--- src/rtl/vga_clkgen_pkg.sv ---
// Shared types and constants for the DCM_CLKGEN reprogramming sequencer.
package vga_clkgen_pkg;

    typedef enum logic [2:0] {
        StIdle,
        StLoadD,
        StGap1,
        StLoadM,
        StGap2,
        StGo,
        StWaitDone,
        StWaitLock
    } state_e;

    localparam logic [1:0]  CMD_LOAD_D = 2'b10;
    localparam logic [1:0]  CMD_LOAD_M = 2'b11;
    localparam int unsigned FRAME_LEN  = 10;
    localparam int unsigned GAP_LEN    = 2;

    // Frame in transmit order from bit 9 down: command MSB first, then value LSB first.
    function automatic logic [9:0] frame_bits(input logic [1:0] cmd, input logic [7:0] val);
        logic [9:0] f;
        f[9:8] = cmd;
        for (int i = 0; i < 8; i++) begin
            f[7-i] = val[i];
        end
        return f;
    endfunction

endpackage

--- src/rtl/sync2.sv ---
// Two-flop bit synchroniser with asynchronous active-low reset to 0.
module sync2 (
    input  logic clk,
    input  logic rst_n,
    input  logic d,
    output logic q
);

    logic meta_q;
    logic sync_q;

    always_ff @(posedge clk or negedge rst_n) begin
        if (!rst_n) begin
            meta_q <= 1'b0;
            sync_q <= 1'b0;
        end else begin
            meta_q <= d;
            sync_q <= meta_q;
        end
    end

    assign q = sync_q;

endmodule

--- src/rtl/vga_clkgen_prog.sv ---
// DCM_CLKGEN serial reprogramming sequencer: loads D and M, issues GO, waits for
// PROGDONE and LOCKED, and holds the VGA-domain reset while the pixel clock is invalid.
module vga_clkgen_prog
    import vga_clkgen_pkg::*;
#(
    parameter int unsigned CLK_DIV = 4,
    parameter int unsigned TIMEOUT = 1048576
) (
    input  logic       sys_clk,
    input  logic       sys_rst_n,
    input  logic       start,
    input  logic [7:0] cfg_m,
    input  logic [7:0] cfg_d,
    output logic       busy,
    output logic       done,
    output logic       err,
    output logic       prog_clk,
    output logic       prog_en,
    output logic       prog_data,
    input  logic       prog_done,
    input  logic       dcm_locked,
    output logic       vga_rst
);

    localparam int unsigned PhW      = (CLK_DIV > 1) ? $clog2(CLK_DIV) : 1;
    localparam logic [PhW-1:0] PhMax = PhW'(CLK_DIV - 1);
    localparam logic [31:0] TmoLast  = 32'(TIMEOUT - 1);

    logic done_s, locked_s;

    sync2 u_sync_done (
        .clk   (sys_clk),
        .rst_n (sys_rst_n),
        .d     (prog_done),
        .q     (done_s)
    );

    sync2 u_sync_locked (
        .clk   (sys_clk),
        .rst_n (sys_rst_n),
        .d     (dcm_locked),
        .q     (locked_s)
    );

    logic [PhW-1:0] phase_q;
    logic           prog_clk_q;
    logic           fall_tick;

    always_ff @(posedge sys_clk or negedge sys_rst_n) begin
        if (!sys_rst_n) begin
            phase_q    <= '0;
            prog_clk_q <= 1'b0;
        end else if (phase_q == PhMax) begin
            phase_q    <= '0;
            prog_clk_q <= ~prog_clk_q;
        end else begin
            phase_q    <= phase_q + PhW'(1);
        end
    end

    assign fall_tick = (phase_q == PhMax) && prog_clk_q;

    state_e      state_q, state_d;
    logic        pending_q, pending_d;
    logic [3:0]  cnt_q, cnt_d;
    logic [9:0]  sh_q, sh_d;
    logic [7:0]  m_q, m_d, dv_q, dv_d;
    logic [31:0] tcnt_q, tcnt_d;
    logic        prog_en_q, prog_en_d, prog_data_q, prog_data_d;
    logic        done_q, done_d, err_q, err_d, vga_rst_q, vga_rst_d;
    logic [9:0]  frame_dv, frame_m;

    assign frame_dv = frame_bits(CMD_LOAD_D, dv_q);
    assign frame_m  = frame_bits(CMD_LOAD_M, m_q);

    always_comb begin
        state_d     = state_q;
        pending_d   = pending_q;
        cnt_d       = cnt_q;
        sh_d        = sh_q;
        m_d         = m_q;
        dv_d        = dv_q;
        tcnt_d      = tcnt_q;
        prog_en_d   = prog_en_q;
        prog_data_d = prog_data_q;
        done_d      = 1'b0;
        err_d       = 1'b0;
        vga_rst_d   = vga_rst_q;
        unique case (state_q)
            StIdle: begin
                // A pending request waits here for the next fall tick so bit 0 gets a full period.
                if (pending_q) begin
                    if (fall_tick) begin
                        state_d     = StLoadD;
                        pending_d   = 1'b0;
                        prog_en_d   = 1'b1;
                        prog_data_d = frame_dv[9];
                        sh_d        = {frame_dv[8:0], 1'b0};
                        cnt_d       = 4'(FRAME_LEN - 1);
                    end
                end else begin
                    vga_rst_d = ~locked_s;
                    if (start) begin
                        if (cfg_m == 8'd0) begin
                            err_d = 1'b1;
                        end else begin
                            pending_d = 1'b1;
                            m_d       = cfg_m;
                            dv_d      = cfg_d;
                            vga_rst_d = 1'b1;
                        end
                    end
                end
            end
            StLoadD, StLoadM: begin
                if (fall_tick) begin
                    if (cnt_q == 4'd0) begin
                        state_d     = (state_q == StLoadD) ? StGap1 : StGap2;
                        prog_en_d   = 1'b0;
                        prog_data_d = 1'b0;
                        cnt_d       = 4'(GAP_LEN - 1);
                    end else begin
                        prog_data_d = sh_q[9];
                        sh_d        = {sh_q[8:0], 1'b0};
                        cnt_d       = cnt_q - 4'd1;
                    end
                end
            end
            StGap1: begin
                if (fall_tick) begin
                    if (cnt_q == 4'd0) begin
                        state_d     = StLoadM;
                        prog_en_d   = 1'b1;
                        prog_data_d = frame_m[9];
                        sh_d        = {frame_m[8:0], 1'b0};
                        cnt_d       = 4'(FRAME_LEN - 1);
                    end else begin
                        cnt_d = cnt_q - 4'd1;
                    end
                end
            end
            StGap2: begin
                if (fall_tick) begin
                    if (cnt_q == 4'd0) begin
                        state_d     = StGo;
                        prog_en_d   = 1'b1;
                        prog_data_d = 1'b0;
                    end else begin
                        cnt_d = cnt_q - 4'd1;
                    end
                end
            end
            StGo: begin
                if (fall_tick) begin
                    state_d   = StWaitDone;
                    prog_en_d = 1'b0;
                    tcnt_d    = '0;
                end
            end
            StWaitDone, StWaitLock: begin
                if (state_q == StWaitDone && done_s) begin
                    state_d = StWaitLock;
                    tcnt_d  = '0;
                end else if (state_q == StWaitLock && locked_s) begin
                    state_d   = StIdle;
                    done_d    = 1'b1;
                    vga_rst_d = 1'b0;
                end else if (tcnt_q == TmoLast) begin
                    state_d = StIdle;
                    err_d   = 1'b1;
                end else begin
                    tcnt_d = tcnt_q + 32'd1;
                end
            end
            default: state_d = StIdle;
        endcase
    end

    always_ff @(posedge sys_clk or negedge sys_rst_n) begin
        if (!sys_rst_n) begin
            state_q     <= StIdle;
            pending_q   <= 1'b0;
            cnt_q       <= '0;
            sh_q        <= '0;
            m_q         <= '0;
            dv_q        <= '0;
            tcnt_q      <= '0;
            prog_en_q   <= 1'b0;
            prog_data_q <= 1'b0;
            done_q      <= 1'b0;
            err_q       <= 1'b0;
            vga_rst_q   <= 1'b1;
        end else begin
            state_q     <= state_d;
            pending_q   <= pending_d;
            cnt_q       <= cnt_d;
            sh_q        <= sh_d;
            m_q         <= m_d;
            dv_q        <= dv_d;
            tcnt_q      <= tcnt_d;
            prog_en_q   <= prog_en_d;
            prog_data_q <= prog_data_d;
            done_q      <= done_d;
            err_q       <= err_d;
            vga_rst_q   <= vga_rst_d;
        end
    end

    assign busy      = (state_q != StIdle) || pending_q;
    assign done      = done_q;
    assign err       = err_q;
    assign prog_clk  = prog_clk_q;
    assign prog_en   = prog_en_q;
    assign prog_data = prog_data_q;
    assign vga_rst   = vga_rst_q;

endmodule

--- config.mk ---
export PLATFORM = sky130hd
export DESIGN_NAME = vga_clkgen_prog
export DESIGN_NICKNAME = d
export VERILOG_FILES = /design/src/rtl/vga_clkgen_pkg.sv /design/src/rtl/sync2.sv /design/src/rtl/vga_clkgen_prog.sv
export SDC_FILE = /design/constraint.sdc
export NUM_CORES = 1
export LEC_CHECK = 0
export BUFFER_PORTS_ARGS = -buffer_cell sky130_fd_sc_hd__buf_2
export CAP_MARGIN = 40
export CELL_PAD_IN_SITES_DETAIL_PLACEMENT = 1
export CELL_PAD_IN_SITES_GLOBAL_PLACEMENT = 2
export CORE_MARGIN = 3
export CORE_UTILIZATION = 35
export DETAILED_ROUTE_END_ITERATION = 6
export PLACE_DENSITY_LB_ADDON = 0.2
export SYNTH_ARGS = -nofsm -noshare
export SYNTH_HDL_FRONTEND = slang
export SYNTH_SLANG_ARGS = --single-unit
--- constraint.sdc ---
create_clock -name sys_clk -period 2.15 [get_ports sys_clk]
set_input_delay 0.43 -clock sys_clk [delete_from_list [all_inputs] [get_ports sys_clk]]
set_output_delay 0.43 -clock sys_clk [all_outputs]
set_load 0.05 [all_outputs]
# Word level (Yosys, flattened, before mapping)
# Index checks and enable logic that the tools add are counted.
# W data, S select, Z words.
[totals]
ff_bits = 78
in_bits = 21
out_inout_bits = 7
wordCells = 144
[classes]
n_addsub = 3
eq_ne = 28
mux = 67
bitwise_logic = 4
n_reduce_logical = 24
[ops]
columns = ["op", "count"]
rows = [
  ["$mux W32", 4],
  ["$pmux W32 S2", 1],
  ["$mux W10", 6],
  ["$mux W3", 13],
  ["$add A32 B1 Y32 const B", 1],
  ["$eq A32 B20 Y1 const B", 1],
  ["$mux W4", 8],
  ["$pmux W10 S3", 1],
  ["$ne A2 B2 Y1 const B", 14],
  ["$mux W1", 27],
  ["$pmux W3 S6", 1],
  ["$pmux W4 S4", 1],
  ["$reduce_and A8 Y1", 2],
  ["$reduce_and A7 Y1", 2],
  ["$eq A3 B3 Y1 const B", 4],
  ["$reduce_and A4 Y1", 3],
  ["$reduce_and A10 Y1", 1],
  ["$logic_not A8 Y1", 1],
  ["$pmux W1 S4", 2],
  ["$reduce_bool A4 Y1", 2],
  ["$eq A3 B2 Y1 const B", 2],
  ["$ne A3 B3 Y1 const B", 2],
  ["$reduce_bool A3 Y1", 2],
  ["$reduce_or A2 Y1", 3],
  ["other kinds (14)", 22],
]

# Longest topological paths before layout
# Gate-level depths: netlist (run 1).
[depth]
depth_word = 5
ltp_mapped = 8
depth_no_buf = 7

# Modules after synthesis
# From an unflattened synthesis (run 1), not the netlist that was laid out.
[hier_totals]
hier_cells = 425
area_unflattened_um2 = 4195.3
[modules_own_cells]
columns = ["mod", "n_inst", "cells_each", "area_per_inst_um2", "seq_area_each_um2"]
rows = [
  ["vga_clkgen_prog", 1, 421, 4095.2, 1828.0],
  ["sync2", 2, 2, 50.0, 50.0],
]

# Worst setup path before layout (run 1)
# OpenSTA, ideal clock, no wires.
[synth_timing]
path_type = "register to register"
startpoint = "register tcnt_q[20]"
endpoint = "register state_q[0]"
t_arrival_ps = 1913
t_required_ps = 2006
setup_slack_ps = 92
stages_incl_launch_ff = 8
period_less_slack_ps = 2058
cell_sequence = "dfrtp_1 -> buf_6 -> or4_4 -> nor4_4 -> a31oi_2 -> buf_6 -> o21ai_1 -> o31ai_1"
[synth_between]
elab_chain_cells = 3
[synth_rtl]
columns = ["item", "line", "rtl"]
rows = [
  ["start, declared", "vga_clkgen_prog.sv:68", "logic [31:0] tcnt_q, tcnt_d;"],
  ["start signal, assigned", "vga_clkgen_prog.sv:200", "tcnt_q <= tcnt_d;"],
  ["$eq A32 B20 Y1", "vga_clkgen_prog.sv:168", "end else if (tcnt_q == TmoLast) begin"],
  ["$ne A4 B4 Y1 (no source line)", "-", ""],
  ["$reduce_and A10 Y1 (no source line)", "-", ""],
  ["end signal, assigned", "vga_clkgen_prog.sv:181", "state_q <= StIdle;"],
  ["end signal, assigned", "vga_clkgen_prog.sv:194", "state_q <= state_d;"],
  ["end, declared", "vga_clkgen_prog.sv:63", "state_e state_q, state_d;"],
]
# Every way passes these cells.
# A chain may end at the register's enable or synchronous reset.

# Worst setup path in the final report (run 1)
[layout_timing]
startpoint = "register tcnt_q[29]"
endpoint = "register tcnt_q[14]"
[layout_between]
elab_chain_cells = 3
[layout_rtl]
columns = ["item", "line"]
rows = [
  ["$eq A32 B20 Y1", "vga_clkgen_prog.sv:168"],
  ["$ne A3 B3 Y1 (no source line)", "-"],
  ["$reduce_and A4 Y1 (no source line)", "-"],
]
# Every way passes these cells.

==> results of run 1 <==
synthesized netlist by cell type (2+ instances only):
master and instances:
sky130_fd_sc_hd__a211oi_1 3, sky130_fd_sc_hd__a21boi_0 2, sky130_fd_sc_hd__a21o_1 3, sky130_fd_sc_hd__a21oi_1 26, sky130_fd_sc_hd__a221oi_1 7, sky130_fd_sc_hd__a31oi_1 12, sky130_fd_sc_hd__a41oi_1 2, sky130_fd_sc_hd__and2_1 5
sky130_fd_sc_hd__and3_1 4, sky130_fd_sc_hd__buf_2 2, sky130_fd_sc_hd__buf_6 5, sky130_fd_sc_hd__clkbuf_1 18, sky130_fd_sc_hd__dfrtp_1 76, sky130_fd_sc_hd__ha_1 4, sky130_fd_sc_hd__inv_1 13, sky130_fd_sc_hd__mux2_2 19
sky130_fd_sc_hd__mux2i_1 2, sky130_fd_sc_hd__nand2_1 38, sky130_fd_sc_hd__nand2b_1 2, sky130_fd_sc_hd__nand3_1 20, sky130_fd_sc_hd__nand4_1 15, sky130_fd_sc_hd__nor2_1 24, sky130_fd_sc_hd__nor2b_1 11, sky130_fd_sc_hd__nor3_1 6
sky130_fd_sc_hd__nor4_1 5, sky130_fd_sc_hd__nor4_4 3, sky130_fd_sc_hd__o21ai_0 46, sky130_fd_sc_hd__o21ai_1 8, sky130_fd_sc_hd__o21ai_2 3, sky130_fd_sc_hd__o22ai_1 2, sky130_fd_sc_hd__o31ai_1 16, sky130_fd_sc_hd__o41ai_1 3
sky130_fd_sc_hd__or3_1 6, sky130_fd_sc_hd__or4_1 2
flip-flops by register name (all words and copies together) (netlist names), 2 cells and up:
signal and flops:
tcnt_q 32, sh_q 9, dv_q 8, m_q 8, cnt_q 4, state_q 3, phase_q 2
stage by stage:
stage / std cells / TNS (ns) / instance area, um2
2_1_floorplan: 428 / 0 / 4070
3_3_place_gp: 613 / 0 / 4650
3_5_place_dp: 613 / 0 / 4650
4_1_cts: 629 / 0 / 4950
5_1_grt: 633 / -0.174 / 5010
6_report: 633 / 0 / 5010
area by class of cell:
type                    instances  area, um2
repair buffers                 76        581
clock inverters                 7       57.6
well taps                     140        175
fillers                      1273       6060
clock buffers                   9        225
multi-input cells             311       2000
inverters                      13       48.8
flip-flops and latches         77       1930
metal layers:
layer	up-vias	wire length [um]	part of all wire, %	track usage (%)
met1	1738	5190	47	24.0
met5	-	0	0	0
li1	1711	-	-	-
met4	0	130	1.2	4.75
met2	42	5340	49	29.3
met3	12	320	2.9	3.55
timing repair:
item / 4_1_cts / 5_1_grt
setup endpoints to repair: 8 / 36
pin swaps: 1 / 4
endpoints found under the hold margin: 0 / 0
setup buffers: 0 / 4
gates resized for setup: 3 / 18
where the power goes:
group	internal [W]	leakage, nW	switching, W	total, W
clock network	0.000798	0.134	0.000662	0.00146
registers	0.00145	1.04	0.00000186	0.00145
logic	0.0000194	1.09	0.0000395	0.0000589
worst min-delay path by stage:
stage | slack [ns] | to | cells past startpoint | start
after floorplan | 0.13 | cnt_q[0] | 0 | sys_rst_n
after global placement | 0.34 | u_sync_done.q | 0 | u_sync_done.meta_q
after detailed placement | 0.34 | u_sync_done.q | 0 | u_sync_done.meta_q
after CTS | 0.1 | cnt_q[2] | 1 | sys_rst_n
after global routing | 0.11 | cnt_q[2] | 1 | sys_rst_n
final | 0.06 | cnt_q[2] | 1 | sys_rst_n
critical path: cells and delay by family (launching register included):
kind                   cells  cell delay [ns]
buffers and inverters      2             0.33
AOI/OAI and AO/OA          3             0.44
and+or+nand+nor            2             0.87
DFF                        1             0.38
cell families (layout without fill, tap and decap cells):
group	after synthesis	after routing
simple gates	145	145
xor+xnor	2	2
mux	21	21
fa+ha+maj	4	4
buf+inv	40	105
flops	77	77
compound gates	139	139
==> results, run 1 <==
- The largest voltage drop on the vdd net is about 380 uV.
- The power density relative to cell area is around 590 mW/mm2.
- The area added between synthesis and finish is 23.2%.
- The die covers 0.0130 mm2.
- The global-route wire length before repair is 18700 um.
- The detailed router finished its first iteration with 245 violations.
- The number of clock buffers added by TritonCTS is 9.
- After clock tree synthesis, the clock-pin slew on the worst setup and hold paths is roughly 0.06 ns.
- The via count of the first global-routing pass is 3644.
- The final core utilization is 45.3%.
- Summed over its instances, the top area cell type makes up between 40% and 50% of the synthesized netlist area.
- The floorplan has 38 rows.
- After synthesis, the largest family of logic cells by area is compound AO/OA/AOI/OAI gates.
- The final critical path takes up 97.2% of the cycle.
- After detailed routing, the number of remaining DRC violations is 0.
- On the final layout, the worst hold slack is 0.0578 ns.
- The top cell types in the final layout, fill and taps aside, are sky130_fd_sc_hd__dfrtp_1 (75), sky130_fd_sc_hd__buf_4 (44), sky130_fd_sc_hd__nand2_1 (38).
- The post-route antenna net violation count is 0.
- Among all flip-flop cells after synthesis, the most frequent one is sky130_fd_sc_hd__dfrtp_1.
- The sum of net half-perimeters after detailed placement is 7890 um.
- The analysis attributes to cell leakage a power of 2.27 nW.
- The total global routing overflow is 0.
- The reported max-cap violation count is 0.
- The class of the most critical hold timing path is in2async.
- For this run, the slowest stage of the critical path takes 0.55 ns.
- The number of warnings reported in the yosys synthesis log is 0.
- The final-report max-slew violation count was 0.
- The destination of the critical timing path is tcnt_q[14].
- The final clock skew is 0.00597 ns.
- Of the total synthesized cell area, the portion taken by AND, OR, NAND and NOR gates is 19.1%.
- Summing every instance area after synthesis gives 0.00407 mm2.
- The total inserted antenna cells is 0.
- The number of cells on the worst reg-to-reg path is 7.
- The CTS H-tree depth is 3.
- The multiplexer share of the synthesized area is under 10%.
- The number of library cell types mapped by synthesis is approximately 50.
- The clock tree from TritonCTS is built.
- Summing the areas of all compound-gate instances in the mapped netlist gives 21.3% of the synthesized area.
- The post-detailed-route wirelength per cell is 17.4 um.
- Data arrives at the worst endpoint at 2.35 ns.
- The design draws 0.00297 W.
- The cell taking the most area after synthesis is sky130_fd_sc_hd__dfrtp_1.
- Measured along the y axis, the die boundary spans 114 um.
- The critical path is of the reg2reg type.
- The most common cell after layout, fill and taps aside is sky130_fd_sc_hd__dfrtp_1.
- Setup repair after global routing could not meet its margin everywhere.
- The count of final hold-check violations is 0.
- From left edge to right edge, the die measures 114 um.
- The global-route usage over all layers is 17.8%.
- The post-route netlist has 26.8% of its cells at a drive strength greater than 1.
- The pin count of the biggest net entering global routing is 39.
- The tightest slew margin relative to the limit is 52.5%.
- The number of enable flip-flop cells after synthesis is 0.
- In this run, post-CTS hold repair placed 0 buffers.
- The fraction of the mapped netlist area in adder cells is 1.23%.
- The initial antenna violation count is 0.
- After synthesis, the cell types taking the most area are sky130_fd_sc_hd__dfrtp_1 (47%), sky130_fd_sc_hd__o21ai_0 (5.7%), sky130_fd_sc_hd__mux2_2 (5.3%).
- Setup violations remaining at the end of the flow were counted as 0.
- In this run the worst path has a maximum fanout of 13.
- Tracing the worst setup path back leads to its startpoint at tcnt_q[29].
- The average via count per standard cell is 5.53.
- At the pin with the least slew margin, the transition time is 0.707 ns.
- The startpoint of the lowest-slack register-to-register path is tcnt_q[29].
- The initial cell density of the core is 36.8%.
- The core region is approximately 0.011 mm2.
- The top-level I/O count is 28.
- The worst path needs 2.09 ns of the cycle, external delays included.
- Data on the critical path is required at its endpoint by 2.41 ns.
- The setup slack of the critical path after layout is 0.0591 ns.
- The run finished with clean final reports.
- The kind of end point of the critical path is a flop.
- The slack of the worst reg-to-reg path is 0.06 ns.
- The number of iterations in the first detailed-routing pass is 4.
- In the final design database the tool counted 513 nets.
- The count of buffers inserted at the top-level ports is 27.
- The clock passes through at most 2 buffers.
- The clock latency on the worst-skew pair is 0.34 ns.
- The endpoint identified for the worst register-to-register timing path is tcnt_q[14].
- The cell chosen for the clock root is sky130_fd_sc_hd__clkbuf_16.
- The post-synthesis sequential area ratio is 47.4%.
- After technology mapping, the gate count stands at 428.
- The setup slack after placement is 0.00992 ns.
- Among all stages on the critical path, the largest delay is contributed by sky130_fd_sc_hd__or4_4.
- After synthesis the netlist holds a flip-flop and latch count of 77.
- The category of the worst setup path launch point is a flop.
- After Yosys synthesis, XOR and XNOR cells account for 0.430% of the synthesized area.
- The highest clock rate is 478 MHz.
- After synthesis, the share of flip-flops with an asynchronous set or reset is 100%.
- The mean post-synth cell area is 9.51 um2.
- The sum of routed wire length over all layers is ~11000 um.
- Traced cell by cell, the critical path runs through or4_4 -> nor4_4 -> buf_4 -> a41o_4 -> buf_12 -> a21oi_2 -> o21ai_1.
- The number of nets in the synthesized netlist is 453.
- For this design, the sink count on the clock tree is 77.
- The total via count in the routed design is 3503.
- Routability-driven placement finished with a final weighted congestion of 0.782.
Power figures use the tool's default switching activity.
==> run 2, diff against run 1 <==
Settings changed: SETUP_SLACK_MARGIN set to 0.1.
==> results, run 2 (synthesis results as in run 1) <==
- The flow ran to the end, and the final reports show no timing, DRC or antenna violations.
- The clock tree from TritonCTS is built.
- The met1 capacity usage during global routing came to 23.2% (-0.78 points).
- The total of fill cells in the finished design is 1249 (-1.9%).
- The routability congestion estimate from global placement is 0.739 (-5.4%).
- The DRC violations left is 0 (unchanged).
- The number of iterations in the first detailed-routing pass was 5 (+1).
- The largest voltage drop on the vdd net is 501 uV (+30%).
- The busiest metal layer after global routing is met2.
- The total via count in the routed design was 3552 (+1.4%).
- The category of the critical setup timing path is reg2reg.
- The slowest stage of the critical path belongs to the cell sky130_fd_sc_hd__or4_4.
- The total inserted antenna cells came to 0 (unchanged).
- The area of the die came to 0.0130 mm2 (unchanged).
- STA classifies the critical path startpoint as a flop.
- The clock net sink count is 77 (unchanged).
- The tightest min-delay check is of the in2reg type.
- The root buffer cell chosen for the clock tree is sky130_fd_sc_hd__clkbuf_16.
- The setup slack of the critical path after layout is 0.0245 ns (-0.0346 ns).
- The highest clock rate is 470 MHz (-1.6%).
- The die height was 114 um (unchanged).
- The cell leakage power is 2.34 nW (+2.8%).
- The setup slack after placement is -0.0729 ns (-0.0828 ns).
- The clock slew seen by the registers of the worst setup and hold paths is 0.06 ns (about the same).
- The initial antenna violation count is 0 (unchanged).
- The fraction of the cycle the final worst path needs is 98.9% (+1.6 points).
- The critical path goes through or4_4 -> nor4_4 -> buf_4 -> a41o_4 -> clkbuf_16 -> o21ai_0 -> o21ai_1.
- The top fanout value on the critical path is 9 (-4).
- The data arrival time of the critical path was 2.38 ns (+0.03 ns).
- The pin count of the biggest net entering global routing is 45 (+15%).
- Setup repair after global routing could not meet its margin everywhere.
- The global-route wire length before repair came to 19000 um (+1.8%).
- The final-report max-slew violation count is 0 (unchanged).
- The power density relative to cell area was 605 mW/mm2 (+2.1%).
- The dominant delay contributor by cell family on the critical path is simple AND/OR/NAND/NOR gates.
- The total buffers and inverters traversed by the critical path is 2 (unchanged).
- The sum of net half-perimeters after detailed placement is 7570 um (-4.0%).
- The required arrival time at the worst endpoint is 2.41 ns (about the same).
- The largest registers in the layout are tcnt_q x32, sh_q x9.
- The post-detailed-route wirelength per cell was 17.9 um (+3.4%).
- The sum of routed wire length over all layers is 11400 um (+3.4%).
- The CTS H-tree depth is 3 (unchanged).
- The area of the core is 0.0111 mm2 (unchanged).
- The total number of placement rows is 38 (unchanged).
- The initial cell density of the core is 36.8% (unchanged).
- STA classifies the critical path endpoint as a flop.
- The count of buffers inserted at the top-level ports is 27 (unchanged).
- The top-level I/O count is 28 (unchanged).
- The library cell used most frequently in the layout, excluding fill and tap cells, is sky130_fd_sc_hd__dfrtp_1.
- The total setup violations reported at the end of the flow came to 0 (unchanged).
- In the layout the commonest cells are sky130_fd_sc_hd__dfrtp_1 (72), sky130_fd_sc_hd__buf_4 (39), sky130_fd_sc_hd__nand2_1 (36).
- The global-route usage over all layers was 18.3% (+0.49 points).
- The final clock skew is 0.00951 ns (+0.00355 ns).
- The count of final hold-check violations came to 0 (unchanged).
- The clock latency on the worst-skew pair is 0.34 ns (about the same).
- The total global routing overflow came to 0 (unchanged).
- The worst-margin pin slew is 0.614 ns (-0.0923 ns).
- The width of the chip is 114 um (unchanged).
- The top register by number of flip-flops is tcnt_q.
- The post-route antenna net violation count is 0 (unchanged).
- The area added between synthesis and finish is 28.5%.
- The share of final-layout standard cells stronger than drive strength 1 is 31.6% (+4.9 points).
- The minimum period implied by the final worst setup slack is 2.13 ns (+0.0346 ns).
- The largest stage delay on the critical path was 0.54 ns (about the same).
- The met2 global-route usage came to 31.7% (+2.4 points).
- The reported max-cap violation count is 0 (unchanged).
- The final hold slack is 0.198 ns (+0.141 ns).
- The TritonCTS buffer count is 9 (unchanged).
- The largest buffer count on any clock path is 2 (unchanged).
- The tightest slew margin relative to the limit is 59.0% (+6.5 points).
- The layout net count is 513 (unchanged).
- The flip-flop count of the largest register after layout was 32 (unchanged).
- The global-route met3 utilization is 3.45% (-0.11 points).
- The average via count per standard cell came to 5.61 (+1.4%).
- The iteration-0 DRC count of the detailed router is 164 (-33%).
- The via count of the first global-routing pass is 3756 (+3.1%).
## run 2: changes by cell type in the layout (fill, tap and decap cells not counted), sizes merged
| cell | change |
|---|---|
| dlygate4sd3 | +1 |
| clkinvlp | -2 |
| buf | -3 |
| clkbuf | +4 |
| bufinv | +2 |
| inv | -2 |
## run 2: metal layers
| layer | wire [um] | part of all wire, % |
|---|---|---|
| met5 | 0 | 0 |
| met4 | 129 | 1.1 |
| met3 | 283 | 2.5 |
| met2 | 5680 | 50 |
| met1 | 5260 | 46 |
## run 2: final timing paths
path	from	endpoint	slack (ns)	depth (start not counted)
setup reg to reg	tcnt_q[24]	tcnt_q[19]	0.02	7
hold reg to reg	u_sync_locked.meta_q	u_sync_locked.q	0.35	0
setup / recovery	tcnt_q[24]	tcnt_q[19]	0.02	7
max in group asynchronous	sys_rst_n	tcnt_q[0]	1.06	3
min in group asynchronous	sys_rst_n	cnt_q[1]	0.50	2
hold / removal	prog_done	u_sync_done.meta_q	0.20	1
## run 2: final cells by class
type                            count  area, um2  area share [%]
Multi-Input combinational cell    311       2110            40.3
Sequential cell                    77       1930            37.0
Timing Repair Buffer               76        641            12.2
Clock buffer                       11        243            4.64
Tap cell                          140        175            3.35
Clock inverter                      5       82.6            1.58
Inverter                           13       48.8           0.933
## run 2: where the power goes
part           internal, W  switching [W]  leakage [nW]
registers          0.00145     0.00000190          1.04
clock network      0.00105       0.000597         0.160
logic            0.0000207      0.0000399          1.14
total              0.00253       0.000639          2.34
## run 2: per-stage QoR
| stage | cells | area (um2) | power (W) | util (%) | setup TNS, ns |
|---|---|---|---|---|---|
| 2_1_floorplan | 428 | 4080 | 0.00148 | - | 0 |
| 4_1_cts | 623 | 4980 | 0.00322 | 45.0 | 0 |
| 6_report | 633 | 5230 | 0.00316 | 47.2 | 0 |
| 5_1_grt | 633 | 5230 | 0.00328 | 47.2 | -0.158 |
| 3_3_place_gp | 604 | 4610 | 0.00154 | 41.6 | 0 |
| 3_5_place_dp | 604 | 4610 | 0.00154 | 41.6 | -0.768 |
## run 2: what timing repair did
action | in CTS | in global routing
cloned | 0 | 2
endpoints found under the setup margin | 35 | 39
setup buffers | 2 | 8
resized for setup | 8 | 64
hold buffers | 1 | 0
pin swaps | 1 | 19
endpoints found under the hold margin | 12 | 0
